File: src/rtl/trig_lookup_arbiter.sv
// Two-requester arbiter in front of one combinational sine table.
// Each granted request reads sin(n) and then sin(n+90) = cos(n) from the
// shared table port on consecutive cycles and returns both with a one-cycle
// ack. The angle is normalised to 0..359 when it is granted.
module trig_lookup_arbiter #(
    parameter int ANGLE_W = 10,
    parameter int DATA_W  = 10
) (
    input  logic                      clk,
    input  logic                      rst_n,
    input  logic                      req0,
    input  logic [ANGLE_W-1:0]        angle0,
    input  logic                      req1,
    input  logic [ANGLE_W-1:0]        angle1,
    output logic                      ack0,
    output logic                      ack1,
    output logic signed [DATA_W-1:0]  sin_out,
    output logic signed [DATA_W-1:0]  cos_out,
    output logic                      busy,
    output logic [ANGLE_W-1:0]        tbl_angle,
    input  logic signed [DATA_W-1:0]  tbl_sin
);

    typedef enum logic [1:0] {
        IDLE     = 2'd0,
        LOOK_SIN = 2'd1,
        LOOK_COS = 2'd2,
        RESP     = 2'd3
    } state_t;

    // Wide constants so the normalisation and +90 wrap never overflow.
    localparam logic [ANGLE_W:0] DEG_90  = (ANGLE_W+1)'(90);
    localparam logic [ANGLE_W:0] DEG_360 = (ANGLE_W+1)'(360);
    localparam logic [ANGLE_W:0] DEG_720 = (ANGLE_W+1)'(720);

    state_t                     state_reg, state_next;
    logic                       last_grant_reg, last_grant_next;
    logic [ANGLE_W-1:0]         angle_reg, angle_next;
    logic [ANGLE_W-1:0]         tbl_angle_reg, tbl_angle_next;
    logic signed [DATA_W-1:0]   sin_reg, sin_next;
    logic signed [DATA_W-1:0]   sin_out_reg, sin_out_next;
    logic signed [DATA_W-1:0]   cos_out_reg, cos_out_next;
    logic [1:0]                 ack_reg, ack_next;

    logic                       pick_grant;
    logic [ANGLE_W-1:0]         pick_angle;
    logic [ANGLE_W:0]           pick_wide;
    logic [ANGLE_W-1:0]         norm_angle;
    logic [ANGLE_W:0]           cos_wide;
    logic [ANGLE_W-1:0]         cos_angle;

    // Round-robin pick, angle normalisation and cosine address wrap.
    always_comb begin
        if (req0 && req1) begin
            pick_grant = ~last_grant_reg;
        end else begin
            pick_grant = req1;
        end
        pick_angle = pick_grant ? angle1 : angle0;
        pick_wide  = {1'b0, pick_angle};
        if (pick_wide >= DEG_720) begin
            norm_angle = ANGLE_W'(pick_wide - DEG_720);
        end else if (pick_wide >= DEG_360) begin
            norm_angle = ANGLE_W'(pick_wide - DEG_360);
        end else begin
            norm_angle = pick_angle;
        end
        cos_wide = {1'b0, angle_reg} + DEG_90;
        if (cos_wide >= DEG_360) begin
            cos_angle = ANGLE_W'(cos_wide - DEG_360);
        end else begin
            cos_angle = ANGLE_W'(cos_wide);
        end
    end

    // Next-state and datapath updates; everything holds unless a state acts.
    always_comb begin
        state_next      = state_reg;
        last_grant_next = last_grant_reg;
        angle_next      = angle_reg;
        tbl_angle_next  = tbl_angle_reg;
        sin_next        = sin_reg;
        sin_out_next    = sin_out_reg;
        cos_out_next    = cos_out_reg;
        ack_next        = 2'b00;
        case (state_reg)
            IDLE: begin
                if (req0 || req1) begin
                    last_grant_next = pick_grant;
                    angle_next      = norm_angle;
                    tbl_angle_next  = norm_angle;
                    state_next      = LOOK_SIN;
                end
            end
            LOOK_SIN: begin
                sin_next       = tbl_sin;
                tbl_angle_next = cos_angle;
                state_next     = LOOK_COS;
            end
            LOOK_COS: begin
                // Results and ack are loaded together so they appear in RESP.
                sin_out_next = sin_reg;
                cos_out_next = tbl_sin;
                ack_next     = last_grant_reg ? 2'b10 : 2'b01;
                state_next   = RESP;
            end
            RESP: begin
                state_next = IDLE;
            end
            default: begin
                state_next = IDLE;
            end
        endcase
    end

    // State and datapath registers with asynchronous reset.
    always_ff @(posedge clk or negedge rst_n) begin
        if (!rst_n) begin
            state_reg      <= IDLE;
            last_grant_reg <= 1'b1;
            angle_reg      <= '0;
            tbl_angle_reg  <= '0;
            sin_reg        <= '0;
            sin_out_reg    <= '0;
            cos_out_reg    <= '0;
            ack_reg        <= 2'b00;
        end else begin
            state_reg      <= state_next;
            last_grant_reg <= last_grant_next;
            angle_reg      <= angle_next;
            tbl_angle_reg  <= tbl_angle_next;
            sin_reg        <= sin_next;
            sin_out_reg    <= sin_out_next;
            cos_out_reg    <= cos_out_next;
            ack_reg        <= ack_next;
        end
    end

    assign ack0      = ack_reg[0];
    assign ack1      = ack_reg[1];
    assign sin_out   = sin_out_reg;
    assign cos_out   = cos_out_reg;
    assign tbl_angle = tbl_angle_reg;
    assign busy      = (state_reg != IDLE);

endmodule

File: config.mk
export PLATFORM = sky130hd
export DESIGN_NAME = trig_lookup_arbiter
export DESIGN_NICKNAME = d
export VERILOG_FILES = /design/src/rtl/trig_lookup_arbiter.sv
export SDC_FILE = /design/constraint.sdc
export NUM_CORES = 1
export LEC_CHECK = 0
export ABC_AREA = 0
export BUFFER_PORTS_ARGS = -buffer_cell sky130_fd_sc_hd__buf_4
export CAP_MARGIN = 20
export CORE_MARGIN = 5
export CORE_UTILIZATION = 31
export DETAILED_ROUTE_END_ITERATION = 10
export SKIP_CTS_REPAIR_TIMING = 1
export SLEW_MARGIN = 20
export SYNTH_ARGS = -nofsm -noshare
export SYNTH_HDL_FRONTEND = slang
export SYNTH_SLANG_ARGS = --single-unit
File: constraint.sdc
create_clock -name clk -period 4.2 [get_ports clk]
set_input_delay 0.84 -clock clk [delete_from_list [all_inputs] [get_ports clk]]
set_output_delay 0.84 -clock clk [all_outputs]
set_load 0.02 [all_outputs]
Word level (Yosys, flattened, before mapping)
Index checks and enable logic that the tools add are counted.
Widths: inputs -> output; s select.
{ "classes": {"add_sub_neg": 4, "mul": 0, "div": 0, "order_cmp": 3, "eq_ne": 4, "n_shift": 0, "mux": 11, "n_bitwise": 1, "reduce_logical": 7} }
{ "ops": {"columns": ["cell", "count"], "rows": [
  ["$mux 10", 5],
  ["$pmux 10 s2", 1],
  ["$sub 10x9->10 const B", 2],
  ["$add 10x7->11 const B", 1],
  ["$ge 11x9->1 const B", 1],
  ["$ge 10x10->1 const B", 1],
  ["$ge 10x9->1 const B", 1],
  ["$sub 10x10->10 const B", 1],
  ["$pmux 2 s4", 1],
  ["$mux 2", 3],
  ["$eq 2x2->1 const B", 2],
  ["$reduce_and 2->1", 2],
  ["$reduce_bool 2->1", 2],
  ["$eq 2x1->1 const B", 1],
  ["$logic_not 2->1", 1],
  ["$ne 2x2->1 const B", 1],
  ["$logic_and 1x1->1", 1],
  ["$logic_or 1x1->1", 1],
  ["$mux 1", 1],
  ["$not 1->1", 1]
]} }
{ "word_totals": {"ff_bits": 55, "latchBits": 0, "mem_bits_rw": 0, "rom_bits": 0, "inputBits": 34, "out_inout_bits": 33, "memories": 0} }

Logic depth before layout (Yosys ltp)
Gate-level depths: netlist of the first run.
{ "logic_depth": {"word_depth": 8, "ltp_mapped": 14} }

Least setup slack after synthesis of the first run
No wires, ideal clock.
{ "synth_path": {"path_type": "input to register", "from": "input port req1", "to": "register tbl_angle_reg[4] (netlist: tbl_angle[4])", "setup_ps": 118, "t_arrival_ps": 3188, "required_time_ps": 4082, "path_slack_ps": 894, "stages": 14, "n_path_buf": 2, "cell_sequence": "a21bo_2 buf_2 buf_2 nand2_1 nand2_1 inv_1 ha_1 o21ai_0 nand2b_1 o211a_1 a21o_1 mux2_2 a32o_1 a21o_1"} }
{ "synth_via": {"elab_chain_len": 8, "elab_cells_between_ends": 14} }
{ "synth_lines": {"columns": ["item", "line_no", "text"], "rows": [
  ["from (decl)", "13", "input logic req1,"],
  ["$logic_and 1x1->1", "54", "if (req0 && req1) begin"],
  ["$mux 1", "54", null],
  ["$mux 10", "59", "pick_angle = pick_grant ? angle1 : angle0;"],
  ["$sub 10x9->10 / $ge 10x9->1 (equally long branches)", "64, 63", null],
  ["$mux 10", "63", "end else if (pick_wide >= DEG_360) begin"],
  ["$mux 10", "61", "if (pick_wide >= DEG_720) begin"],
  ["$mux 10", "88", "if (req0 || req1) begin"],
  ["$pmux 10 s2", "86", "case (state_reg)"],
  ["to (signal assigned)", "131", "tbl_angle_reg <= tbl_angle_next;"],
  ["to (decl)", "39", "logic [ANGLE_W-1:0] tbl_angle_reg, tbl_angle_next;"]
]} }
Several ways; a longest one is shown, not always the timed one. The select of a mux whose other input is x is not followed.
A chain may end at the register's enable or synchronous reset.

Worst setup path in the final report of the first run
Same ends and word-level chain as after synthesis.

==> results of run 1 <==
-- placed cells by master (no fill, tap or decap), types with 7 or more instances in the layout --
cell type  netlist  final
buf_4            0     70
nand3_1          8      8
o211ai_1         9      9
xnor2_1          8      8
nor3_1           7      7
nor2_1          21     21
inv_1            8      8
dfrtp_1         54     54
a21oi_1         12     12
mux2i_1         12     12
ha_1            10     10
o21ai_0         17     17
mux2_2          41     41
nand2_1         38     38
-- metrics by stage --
step,hold slack (ns),worst slack [ns],area [um^2],power (uW)
floorplan,0.472,0.894,3300,2350
global placement,0.468,0.743,3930,2920
detailed placement,0.476,0.694,3930,2960
CTS,0.501,1.02,4020,3280
global route,0.528,0.796,4020,3500
finish,0.490,0.992,4020,3240
-- logic make-up (layout without fill, tap and decap cells) --
| family | count (synthesis) | after routing | share of synthesized area, % |
|---|---|---|---|
| adders and majority gates | 10 | 10 | 3.79 |
| DFF | 55 | 55 | 41.7 |
| and+or+nand+nor | 95 | 95 | 13.2 |
| buffers and inverters | 24 | 87 | 3.07 |
| muxes | 53 | 53 | 17.6 |
| xor gates and xnor gates | 8 | 8 | 2.12 |
| AOI/OAI and AO/OA | 83 | 83 | 18.4 |
-- worst register-to-register path, cell delays in order, from the launching register on --
cell      delay [ns]
dfstp_2         0.59
a21bo_2         0.43
nand2_1         0.10
nand2_1         0.18
inv_1           0.11
ha_1            0.21
o21ai_0         0.15
nand2b_1        0.09
o211a_1         0.27
a21o_1          0.21
mux2_2          0.28
a32o_1          0.24
a21o_1          0.15
-- final timing paths --
kind | startpoint | to | slack (ns) | depth (start not counted)
worst min register to register | tbl_angle[2] | tbl_angle[2] | 0.49 | 2
min in group asynchronous | rst_n | cos_out[5] | 0.56 | 1
worst max register to register | last_grant_reg | tbl_angle[4] | 1.10 | 12
worst min-delay path | tbl_angle[2] | tbl_angle[2] | 0.49 | 2
max in group asynchronous | rst_n | angle_reg[7] | 3.18 | 1
worst max-delay path | req1 | tbl_angle[4] | 0.99 | 13
-- power by group through the flow --
stage | registers [uW] | clock network [uW] | logic (uW)
final | 1020 | 307 | 1910
after global routing | 1060 | 340 | 2100
after CTS | 1020 | 323 | 1940
after detailed placement | 1030 | 0 | 1930
after global placement | 1020 | 0 | 1900
after floorplan | 1130 | 0 | 1220
-- per-layer routing --
layer	up-vias	part of all wire, %
li1	1319	-
met3	16	5.3
met2	77	48
met1	1324	43
met5	-	0
met4	0	3.2
-- final cells by class --
class                           instances  share of cell area (%)
Tap cell                              136                    4.23
Sequential cell                        55                    34.3
Multi-Input combinational cell        249                    45.3
Timing Repair Buffer                   70                    13.1
Inverter                                9                   0.840
Clock inverter                          3                   0.560
Clock buffer                            5                    1.71
==> flow_metrics.tcl, run 1 <==
set metrics [dict create \
    drc 0 \
    coreArea_um2 10400 \
    synthTopCellsByCount "dfrtp_1, mux2_2, nand2_1" \
    h-tree-depth 2 \
    path_class "in2reg" \
    regArea_um2 1380 \
    synth_seq_area_share_pct 41.7 \
    numCtsBuffers 5 \
    die_w_um 113 \
    fin_crit_sh_pct 76.4 \
    diodes 0 \
    vias_per_cell 5.19 \
    track_usage_pct 12.7 \
    async_reset_ff_share_pct 100 \
    hpwl_mm 6.38 \
    finalCriticalPeriod_ns 3.21 \
    relSlewSlack_pct 33.2 \
    overflow 0 \
    grt_pass1_vias 2763 \
    grt_use_met1_pct 15.8 \
    gp_congestion 0.891 \
    cpLargestDelayFamily "compound AO/OA/AOI/OAI gates" \
    drive_gt1_share_pct 33.5 \
    io_pins 67 \
    clock_skew_ns 0.00539 \
    synth_nets 372 \
    worst_pin_slew_ns 1.00 \
    timing.fmax_mhz 312 \
    cts_root_buffer "clkbuf_8" \
    yosysTopAreaCellShare_pct 40.9 \
    cts_tree "done" \
    hold_class "reg2reg" \
    clk_latency_ns 0.31 \
    p_sw_share_pct 44.5 \
    portBuffers 66 \
    grt-busiest-layer "met2" \
    crit_path_max_fanout 18 \
    grtUsageMet3_pct 3.10 \
    report.final.slew_viol_count 0 \
    wl_mm 8.31 \
    synth_edf_count 0 \
    crit_required_ns 4.41 \
    clk_pin_slew_worst_paths_ns 0.10 \
    critical_path.cell_chain "buf_4 > a21bo_2 > nand2_1 > nand2_1 > inv_1 > ha_1 > o21ai_0 > nand2b_1 > o211a_1 > a21o_1 > mux2_2 > a32o_1 > a21o_1" \
    hold_viol 0 \
    fp.dieH_um 113 \
    avgSynthCellArea_um2 10.1 \
    multi_input_area_um2 1820 \
    clock_path_buffers 2 \
    initial_utilization_pct 31.8 \
    num_rows 37 \
    crit_buf_inv 2 \
    area_delta_synth_final_pct 21.8 \
    p_int_uw 1800 \
    final_cells 527 \
    cp.arrival_ns 3.42 \
    crit_path_start_kind "input pin" \
    grt_setup_unrepaired "false" \
    combPwrFrac_pct 59.0 \
    met2_usage_pct 21.5 \
    vias 2736 \
    antenna_found_initial 0 \
    ir_drop_mv 0.384 \
    synth_largest_area_cell "dfrtp_1" \
    dieArea_um2 12800 \
    run_status "finished clean" \
    power.density_nw_per_um2 806 \
    crit_path_top_delay_cell "a21bo_2" \
    leakagePower_uw 0.00177 \
    grt_pass1_wl_mm 13.6 \
    slowest_delay_ns 0.47 \
    synthDistinctLibCells 54 \
    fin_util_pct 38.8 \
    grt_max_degree 56 \
    cp-end-kind "register" \
    switchingPower_uw 1440 \
    setup_viol 0 \
    yosysMostFrequentCell "dfrtp_1" \
    syn_inst 328 \
    syn_area_um2 3300 \
    drtIter0Drc 110 \
    place_inst 519 \
    drv_cap 0 \
    drt_pass1_iterations 4 \
    p_seq_share_pct 31.5 \
    wl_per_cell_um 15.8 \
    ys_ff_latch 55 \
    yosysWarningCount 0 \
    ant_nets 0 \
    nFillCells 1049 \
    synthFlopType "dfrtp_1" \
    final_nets 434 \
    p_clk_share_pct 9.5 \
    yosys-top-cells-area "dfrtp_1, mux2_2, nand2_1" \
    cts_num_sinks 55 \
    finalSetupTns_ns 0 \
]
(Power assumes the default switching activity.)
==> inputs of run 2 (changes only) <==
- ABC_AREA: 0 -> 1
- clock period: 4.2 -> 2.9 ns (I/O delays scaled with it)
==> run 2 against run 1 <==
Global-route usage increased by 0.83 points; core utilization increased by 0.17 points; sequential power increased by 38%; worst hold slack got worse by 0.19 ns; first-iteration DRC count increased by 6.4%; critical path depth increased by 3.
==> flow_metrics.tcl, run 2 <==
set metrics [dict create \
    power.density_nw_per_um2 1160 \
    initial_utilization_pct 31.8 \
    grt_max_degree 56 \
    die_w_um 113 \
    drt_pass1_iterations 4 \
    critical_path.cell_chain "nand2_4 > nand2_4 > nand2_1 > o21ai_2 > inv_1 > ha_1 > inv_1 > nand2_1 > nand3_2 > nand2_2 > nand2_1 > o21ai_1 > nand2_1 > nand3_1 > nand3_1 > nand2_1" \
    synth_edf_count 0 \
    async_reset_ff_share_pct 100 \
    synth_nets 500 \
    synthFlopType "dfrtp_1" \
    drc 0 \
    grt_pass1_vias 3091 \
    io_pins 67 \
    yosysWarningCount 0 \
    slowest_delay_ns 0.60 \
    synth_seq_area_share_pct 41.9 \
    crit_required_ns 3.10 \
    hold_viol 0 \
    overflow 0 \
    crit_top_cell "nand2_1" \
    clk_latency_ns 0.31 \
    crit_path_start_kind "register" \
    portBuffers 66 \
    cp.arrival_ns 2.72 \
    grt_setup_unrepaired "false" \
    avgSynthCellArea_um2 7.21 \
    cpLargestDelayFamily "simple AND/OR/NAND/NOR gates" \
    clock_path_buffers 2 \
    area_delta_synth_final_pct 22.3 \
    finalCriticalPeriod_ns 2.52 \
    antenna_found_initial 0 \
    synthTopCellsByCount "nand2_1, dfrtp_1, nand3_1" \
    timing.fmax_mhz 397 \
    crit_path_top_delay_cell "dfstp_2" \
    drive_gt1_share_pct 20.5 \
    track_usage_pct 13.5 \
    cts_root_buffer "clkbuf_8" \
    drtIter0Drc 117 \
    clk_pin_slew_worst_paths_ns 0.10 \
    num_rows 37 \
    worst_pin_slew_ns 0.698 \
    wl_mm 8.31 \
    h-tree-depth 2 \
    vias_per_cell 4.64 \
    synth_largest_area_cell "dfrtp_1" \
    yosysTopAreaCellShare_pct 41.1 \
    gp_congestion 0.823 \
    report.final.slew_viol_count 0 \
    fin_crit_sh_pct 86.8 \
    ant_nets 0 \
    clock_skew_ns 0.00889 \
    numCtsBuffers 5 \
    syn_area_um2 3290 \
    finalSetupTns_ns 0 \
    leakagePower_uw 0.00222 \
    hold_class "in2async" \
    crit_buf_inv 2 \
    r2r_slack_ns 0.38 \
    grt_pass1_wl_mm 14.5 \
    cp-end-kind "register" \
    dieArea_um2 12800 \
    yosysMostFrequentCell "nand2_1" \
    cts_tree "done" \
    diodes 0 \
    run_status "finished clean" \
    layout_common_cells "nand2_1, buf_4, dfrtp_1" \
    drv_cap 0 \
    fp.dieH_um 113 \
    synthDistinctLibCells 33 \
    yosys-top-cells-area "dfrtp_1, nand2_1, nand3_1" \
    vias 3046 \
    relSlewSlack_pct 53.4 \
    path_class "reg2reg" \
    ir_drop_mv 0.414 \
    placed_area_um2 3910 \
    coreArea_um2 10300 \
    hpwl_mm 6.39 \
    layout_commonest_cell "nand2_1" \
    wl_per_cell_um 12.6 \
    crit_path_max_fanout 12 \
    cts_num_sinks 55 \
    ys_ff_latch 55 \
    syn_inst 456 \
    setup_viol 0 \
    final_nets 564 \
    nFillCells 1083 \
    final_area_um2 4020 \
]
-- run 2: power breakdown --
part	internal [uW]	leakage (uW)	switching [uW]
Sequential	1160	0.000668	255
Combinational	1020	0.00150	1780
Clock	200	0.0000522	259
Total	2370	0.00222	2300
-- run 2: metrics by stage --
stage | cells | util [%] | hold slack, ns | setup WS [ns] | total power [uW]
after floorplan | 456 | - | 0.284 | 0.544 | 3360
after global placement | 649 | 37.9 | 0.455 | 0.0902 | 4190
after detailed placement | 649 | 37.9 | 0.460 | 0.0523 | 4250
after CTS | 657 | 38.9 | 0.329 | 0.203 | 4720
after global routing | 657 | 38.9 | 0.371 | 0.0949 | 5170
final | 657 | 38.9 | 0.304 | 0.382 | 4670
-- run 2: metal layers --
| layer | vias up | GRT usage [%] | wire length, um |
|---|---|---|---|
| met5 | - | 0 | 0 |
| met4 | 0 | 3.69 | 163 |
| met3 | 13 | 2.57 | 339 |
| met2 | 55 | 23.7 | 4260 |
| met1 | 1419 | 17.1 | 3540 |
| li1 | 1559 | - | - |
-- run 2: worst paths after layout --
path,from,end,cells past startpoint
min in group clk,tbl_sin[6],cos_out[6],3
worst max register to register,last_grant_reg,tbl_angle[6],16
worst max-delay path,last_grant_reg,tbl_angle[6],16
worst min-delay path,rst_n,angle_reg[4],1
worst min register to register,sin_reg[0],sin_reg[0],2
max in group asynchronous,rst_n,sin_out[9],1
-- run 2: final cells by class --
cell class	count	area, um^2	area share, %
timing repair buffer	70	526	13.1
sequential	55	1380	34.3
tap	136	170	4.23
multi-input combinational	342	1670	41.6
clock inverter	2	17.5	0.436
clock buffer	6	82.6	2.05
inverter	46	173	4.30
-- run 2: kinds of logic after synthesis --
| family | share of synthesized area, % |
|---|---|
| AO/OA/AOI/OAI | 6.01 |
| XOR/XNOR | 2.89 |
| adder cells (fa/ha/maj) | 3.81 |
| buffers and inverters | 7.38 |
| flip-flops | 41.9 |
| AND/OR/NAND/NOR | 38.0 |
==> inputs of run 3 (changes only) <==
- ABC_AREA: 1 -> unset
==> run 3 against run 2 <==
First-iteration DRC count is 5.1% higher; wire length rose by 2.4%; design area is 3.1% higher; flip-flop and latch count unchanged; final cell count is 18% lower; sequential share of layout area is 1.0 points lower; total power rose by 3.1%; critical path type unchanged; register-to-register slack lost 0.23 ns.
==> flow_metrics.tcl, run 3 (same netlist as run 1, synthesis figures left out) <==
set metrics [dict create \
    relSlewSlack_pct 40.3 \
    coreArea_um2 10400 \
    h-tree-depth 2 \
    grt_pass1_vias 2838 \
    grt_setup_unrepaired "false" \
    clock_path_buffers 2 \
    drtIter0Drc 123 \
    setup_viol 0 \
    r2r-end "tbl_angle[6]" \
    placed_area_um2 4040 \
    timing.fmax_mhz 364 \
    multi_input_area_um2 1840 \
    overflow 0 \
    drive_gt1_share_pct 36.3 \
    run_status "finished clean" \
    diodes 0 \
    clk_latency_ns 0.30 \
    crit_required_ns 3.12 \
    area_delta_synth_final_pct 25.5 \
    report.final.slew_viol_count 0 \
    hpwl_mm 6.66 \
    drc 0 \
    cp.arrival_ns 2.96 \
    cts_num_sinks 55 \
    nFillCells 1040 \
    dp_slack_ns -0.0289 \
    fin_util_pct 40.0 \
    leakagePower_uw 0.00184 \
    cts_tree "done" \
    antenna_found_initial 0 \
    gp_congestion 0.906 \
    ant_nets 0 \
    crit_path_start_kind "register" \
    vias 2778 \
    drv_cap 0 \
    holdWs_ns 0.316 \
    numCtsBuffers 5 \
    hold_viol 0 \
    finalCriticalPeriod_ns 2.75 \
    worst_pin_slew_ns 0.887 \
    vias_per_cell 5.13 \
    wl_mm 8.51 \
    dieArea_um2 12800 \
    cts_root_buffer "clkbuf_8" \
    fp.dieH_um 113 \
    io_pins 67 \
    initial_utilization_pct 31.8 \
    worst_slack_ns 0.154 \
    fin_crit_sh_pct 94.7 \
    die_w_um 113 \
    clk_pin_slew_worst_paths_ns 0.10 \
    final_cells 541 \
    power.density_nw_per_um2 1160 \
    final_nets 449 \
    grt_max_degree 56 \
    num_rows 37 \
    layout_common_cells "buf_4, dfrtp_1, mux2_2" \
    r2r_cells 8 \
    path_class "reg2reg" \
    cp-end-kind "register" \
    portBuffers 66 \
    crit_path_max_fanout 6 \
    track_usage_pct 13.4 \
    layout_commonest_cell "buf_4" \
    place_inst 534 \
    drt_pass1_iterations 4 \
    r2r_slack_ns 0.15 \
    grt_pass1_wl_mm 14.2 \
    wl_per_cell_um 15.7 \
    reg2reg_from "angle_reg[1]" \
    clock_skew_ns 0.00678 \
    regArea_um2 1380 \
    final_area_um2 4140 \
    ir_drop_mv 0.576 \
    hold_class "in2async" \
]
==> run 3: changes by cell type in the layout (fill, tap and decap cells not counted), moves of 12 or more <==
cell,previous run,this run
inv_1,41,8
mux2_2,0,41
nand2_1,187,37
mux2i_1,0,12
buf_4,70,85
nand3_1,50,8
==> run 3: worst max path at each step <==
stage                              start      endpoint  slack (ns)  cells past startpoint
final                       angle_reg[1]  tbl_angle[6]        0.15                      8
after CTS                   angle_reg[1]  tbl_angle[6]        0.08                      8
after global placement              req1  tbl_angle[4]      -0.005                     13
after floorplan                     req1  tbl_angle[4]        0.03                     14
after detailed placement            req1  tbl_angle[4]       -0.03                     13
after global routing      last_grant_reg  angle_reg[7]       0.009                     13
==> run 3: critical path, stage by stage, from the launching register on <==
cell	delay [ns]
dfrtp_1	0.40
ha_1	0.28
o31a_1	0.34
or3_4	0.39
a2111oi_4	0.43
a31oi_4	0.17
mux2i_1	0.22
o311ai_1	0.18
a221oi_2	0.25
==> run 3: per-layer routing <==
layer | global-route usage (%) | wire length, um | part of all wire [%] | vias up
met5 | 0 | 0 | 0 | -
met4 | 1.84 | 21 | 0.25 | 0
met3 | 3.53 | 507 | 6.0 | 2
met2 | 22.8 | 4300 | 51 | 73
met1 | 17.5 | 3680 | 43 | 1363
li1 | - | - | - | 1340
==> run 3: area by class of cell <==
type | count | area share (%)
inverters | 9 | 0.815
flip-flops and latches | 55 | 33.2
multi-input cells | 249 | 44.4
clock inverters | 2 | 0.393
clock buffers | 5 | 1.66
repair buffers | 85 | 15.4
well taps | 136 | 4.11
==> run 3: stage by stage <==
stage,setup TNS [ns],total power [uW]
floorplan,0,3420
global placement,-0.00456,4330
detailed placement,-0.0289,4420
CTS,0,4860
global route,0,5220
finish,0,4810
==> run 3: report_power, final <==
part	switching (uW)	internal, uW	total [uW]
combinational	1610	1340	2950
clock	261	169	431
sequential	264	1170	1430
